==> config.mk <==
export PLATFORM = sky130hd
export DESIGN_NAME = fifo_rd_packer
export DESIGN_NICKNAME = d
export VERILOG_FILES = /design/src/rtl/fifo_rd_packer.sv
export SDC_FILE = /design/constraint.sdc
export NUM_CORES = 1
export LEC_CHECK = 0
export ABC_AREA = 0
export CELL_PAD_IN_SITES_DETAIL_PLACEMENT = 0
export CELL_PAD_IN_SITES_GLOBAL_PLACEMENT = 2
export CORE_ASPECT_RATIO = 1.75
export CORE_MARGIN = 2
export CORE_UTILIZATION = 35
export CTS_CLUSTER_SIZE = 14
export DETAILED_ROUTE_END_ITERATION = 12
export PLACE_DENSITY_LB_ADDON = 0.1
export SLEW_MARGIN = 20
export SYNTH_ARGS = -nofsm -noshare
export SYNTH_HDL_FRONTEND = slang
export SYNTH_SLANG_ARGS = --single-unit
==> constraint.sdc <==
create_clock -name rclk -period 2.5 [get_ports rclk]
set_input_delay 0.5 -clock rclk [delete_from_list [all_inputs] [get_ports rclk]]
set_output_delay 0.5 -clock rclk [all_outputs]
set_load 0.02 [all_outputs]
==> src/rtl/fifo_rd_packer.sv <==
// Read-domain consumer for the dual-clock byte FIFO: packs popped bytes little-endian
// into 32-bit words with a keep mask; partial words leave on flush or idle timeout.
module fifo_rd_packer #(
  parameter int unsigned TIMEOUT = 16
) (
  input  logic        rclk,
  input  logic        rrst_n,
  input  logic        rempty,
  input  logic [7:0]  rdata,
  output logic        rreq,
  input  logic        flush,
  output logic        m_valid,
  input  logic        m_ready,
  output logic [31:0] m_data,
  output logic [3:0]  m_keep
);
  localparam bit         TO_EN     = (TIMEOUT != 0);
  localparam logic [7:0] IDLE_LAST = TO_EN ? 8'(TIMEOUT - 1) : 8'd0;

  logic [23:0] acc_q, acc_d;
  logic [1:0]  cnt_q, cnt_d;
  logic [31:0] m_data_q, m_data_d;
  logic [3:0]  m_keep_q, m_keep_d;
  logic        m_valid_q, m_valid_d;
  logic        flush_pend_q, flush_pend_d;
  logic [7:0]  idle_q, idle_d;
  logic        slot_free, flush_eff, pop;

  assign slot_free = ~m_valid_q | m_ready;
  assign flush_eff = flush | flush_pend_q;
  // A full accumulator may only pop when the output slot can take the word this edge.
  assign pop       = ~rempty & ~flush_eff & ((cnt_q != 2'd3) | slot_free);

  assign rreq    = pop;
  assign m_valid = m_valid_q;
  assign m_data  = m_data_q;
  assign m_keep  = m_keep_q;

  always_comb begin
    acc_d        = acc_q;
    cnt_d        = cnt_q;
    m_data_d     = m_data_q;
    m_keep_d     = m_keep_q;
    m_valid_d    = m_valid_q & ~m_ready;
    flush_pend_d = flush_pend_q;
    idle_d       = 8'd0;
    if (flush_eff) begin
      if (cnt_q == 2'd0) begin
        flush_pend_d = 1'b0;
      end else if (slot_free) begin
        // Unfilled acc bytes are already zero, so the padding comes for free.
        m_data_d     = {8'h00, acc_q};
        case (cnt_q)
          2'd1:    m_keep_d = 4'b0001;
          2'd2:    m_keep_d = 4'b0011;
          default: m_keep_d = 4'b0111;
        endcase
        m_valid_d    = 1'b1;
        cnt_d        = 2'd0;
        acc_d        = 24'd0;
        flush_pend_d = 1'b0;
      end else begin
        flush_pend_d = 1'b1;
      end
    end else if (pop) begin
      if (cnt_q == 2'd3) begin
        m_data_d  = {rdata, acc_q};
        m_keep_d  = 4'b1111;
        m_valid_d = 1'b1;
        cnt_d     = 2'd0;
        acc_d     = 24'd0;
      end else begin
        case (cnt_q)
          2'd0:    acc_d[7:0]   = rdata;
          2'd1:    acc_d[15:8]  = rdata;
          default: acc_d[23:16] = rdata;
        endcase
        cnt_d = cnt_q + 2'd1;
      end
    end else if (cnt_q != 2'd0) begin
      idle_d = idle_q + 8'd1;
      if (TO_EN && (idle_q == IDLE_LAST)) flush_pend_d = 1'b1;
    end
  end

  always_ff @(posedge rclk or negedge rrst_n) begin
    if (!rrst_n) begin
      acc_q        <= 24'd0;
      cnt_q        <= 2'd0;
      m_data_q     <= 32'd0;
      m_keep_q     <= 4'd0;
      m_valid_q    <= 1'b0;
      flush_pend_q <= 1'b0;
      idle_q       <= 8'd0;
    end else begin
      acc_q        <= acc_d;
      cnt_q        <= cnt_d;
      m_data_q     <= m_data_d;
      m_keep_q     <= m_keep_d;
      m_valid_q    <= m_valid_d;
      flush_pend_q <= flush_pend_d;
      idle_q       <= idle_d;
    end
  end
endmodule

==> flow_summary.json <==
{
  "layout_min_cycle_time_ns": 2.241,
  "cts_resized": 1,
  "gr-total-overflow": 0,
  "routed_wl_um": 6602,
  "wl_per_cell_um": 15.61,
  "ios": 51,
  "row_count": 44,
  "tns_ns": 0,
  "cts_htree_levels": 3,
  "place_hpwl_um": 4711,
  "tightest_slew_ns": 0.6542,
  "fin_area_um2": 4039,
  "cts_tree": "built",
  "setup_viol": 0,
  "cts_hold_buf": 0,
  "cts_sinks": 72,
  "p_comb_share_pct": 36.7,
  "synth.area.top_cells": "dfrtp_1 (60%), mux2_2 (4.9%), nand2_1 (4.8%)",
  "finClkSkew_ns": 0.005411,
  "intPower_mw": 3.427,
  "drtIter0Drc": 154,
  "maxSlewViolCount": 0,
  "async_flop_share_pct": 100.0,
  "power.density_nw_per_um2": 1264,
  "power_switching_mw": 1.678,
  "rsz0062_at_grt": "false",
  "ys_types": 40,
  "slowest_delay_ns": 0.42,
  "synth_edf_count": 0,
  "grt_pass1_vias": 1957,
  "start_kind": "input pin",
  "synth_warnings": 0,
  "status": "completed",
  "syn_nets": 255,
  "fmax_mhz": 446.2,
  "areaGrowthSynthToFinish_pct": 34.56,
  "drive_gt1_share_pct": 17.21,
  "required_ns": 2.00,
  "cts_made_buffers": 9,
  "clock_latency_ns": 0.33,
  "nets": 320,
  "synth.top_cell.area_share_pct": 60.03,
  "synthFlopType": "dfrtp_1",
  "seq_area_frac_synth_pct": 60.03,
  "synth_most_common_cell": "dfrtp_1",
  "via_per_inst": 4.686,
  "antenna_found_initial": 0,
  "synth_seq_cells": 72,
  "cts_root_buffer": "clkbuf_16",
  "die_h_um": 126.5,
  "maxSlewHeadroom_pct": 56.38,
  "p_clk_share_pct": 27.3,
  "seqPwrFrac_pct": 36.0,
  "routed-via-count": 1982,
  "track_usage_pct": 15.54,
  "hold_viol": 0,
  "final_util_pct": 48.59,
  "synth.top_cells.by_count": "dfrtp_1 (72), nand2_1 (38), a22o_1 (16)",
  "cp_slowest_cell": "clkdlybuf4s50_1",
  "clk_pin_slew_worst_paths_ns": 0.06,
  "cts_buffer_depth": 2,
  "finalPower_mw": 5.105,
  "start_util_pct": 36.11,
  "ant_nets": 0,
  "syn_inst": 238,
  "crit_fanout": 2,
  "period_share_pct": 89.64,
  "switching_share_pct": 32.87,
  "die_area_um2": 9362,
  "synth_area_um2": 3002,
  "setup.worst_path.class": "in -> out",
  "core_um2": 8313,
  "grt_pass1_wl_um": 10570,
  "io_buffers": 50,
  "diodes": 0,
  "grt_max_degree": 73,
  "drc": 0,
  "first_pass_iters": 4,
  "finalWeightedCongestion": 0.6916,
  "fp.dieW_um": 74.01,
  "crit_arrival_ns": 1.74,
  "place_area_um2": 3714,
  "post_cts_buffers": 0,
  "cap_violations": 0,
  "hold_ws_ns": 0.1788,
  "path_cells": "clkdlybuf4s50_1, or2_1, nor3_4, dlygate4sd2_1",
  "ir_drop_v": 0.0004952,
  "avgSynthCellArea_um2": 12.61,
  "p_leak_nw": 1.839,
  "synth.largest_area_cell": "dfrtp_1",
  "critPathCaptureType": "output pin",
  "hold_class": "in -> async"
}
-- area by class of cell --
| cell class | count | area, um2 |
|---|---|---|
| clock buffer | 9 | 225.2 |
| clock inverter | 7 | 101.3 |
| fill | 775 | 4274 |
| inverter | 4 | 15.01 |
| multi-input combinational | 152 | 1115 |
| sequential | 72 | 1802 |
| tap | 115 | 143.9 |
| timing repair buffer | 64 | 636.9 |
-- final timing paths --
| kind | endpoint | slack [ns] | depth (start not counted) | start |
|---|---|---|---|---|
| min | m_keep[0]$_DFFE_PN0P_ | 0.18 | 2 | rrst_n |
| min in group rclk | m_keep[0]$_DFFE_PN0P_ | 0.46 | 1 | m_keep[0]$_DFFE_PN0P_ |
| max in group asynchronous | m_data[27]$_DFFE_PN0P_ | 1.99 | 2 | rrst_n |
| max reg2reg | m_data[12]$_DFFE_PN0P_ | 0.58 | 6 | cnt_q[0]$_DFFE_PN0P_ |
| min reg2reg | m_keep[0]$_DFFE_PN0P_ | 0.46 | 1 | m_keep[0]$_DFFE_PN0P_ |
| max | rreq | 0.26 | 4 | flush |
-- metal layers --
metal / part of all wire, % / routed length (um) / global-route usage, % / vias to the layer above
met3: 3.8 / 253 / 3.892 / 8
li1: - / - / - / 965
met4: 1.7 / 114 / 6.417 / 0
met1: 42 / 2755 / 19.34 / 971
met2: 53 / 3479 / 25.26 / 38
met5: 0 / 0 / 0 / -
-- layout by cell type (no fill, tap or decap), types with 3 or more instances in the layout --
cell,instances
a21oi_1,4
a22o_1,16
buf_12,3
buf_4,11
clkbuf_16,9
clkdlybuf4s50_1,48
dfrtp_1,72
ha_1,4
inv_1,4
inv_6,3
mux2_1,12
mux2_2,13
mux2i_1,8
nand2_1,38
nand3_1,3
nor2_1,11
o21ai_0,9
xor2_1,4
-- cells by family (layout without fill, tap and decap cells) --
logic type	count (synthesis)	count (layout)	share of synthesized area [%]
XOR/XNOR	6	6	1.751
flip-flops	72	72	60.03
AO/OA/AOI/OAI	37	37	9.462
buffers and inverters	14	84	2.834
AND/OR/NAND/NOR	72	72	12.21
multiplexers	33	33	12.05
adder cells (fa/ha/maj)	4	4	1.667
-- power groups by stage --
stage / clock (mW) / sequential, mW / combinational (mW)
CTS: 1.42 / 1.85 / 1.91
global placement: 0 / 1.86 / 1.88
floorplan: 0 / 2.09 / 0.810
global route: 1.48 / 1.90 / 2.03
detailed placement: 0 / 1.87 / 1.90
finish: 1.39 / 1.84 / 1.87
-- registers in the layout, summed over array words and instances (netlist names) --
signal        count
acc_q            24
cnt_q             2
flush_pend_q      1
idle_q            8
m_data           32
m_keep            4
m_valid           1
-- stage by stage --
| stage | setup slack (ns) | instances |
|---|---|---|
| final | 0.2589 | 423 |
| after detailed placement | -0.05417 | 407 |
| after floorplan | 0.6640 | 238 |
| after global routing | 0.1883 | 423 |
| after global placement | -0.05651 | 407 |
| after CTS | 0.2188 | 423 |
-- worst max-delay path: cells and delay by family --
kind	cells	cell delay (ns)
buffers and inverters	2	0.78
and+or+nand+nor	2	0.46
No activity file was read; power rests on OpenSTA's default activity.
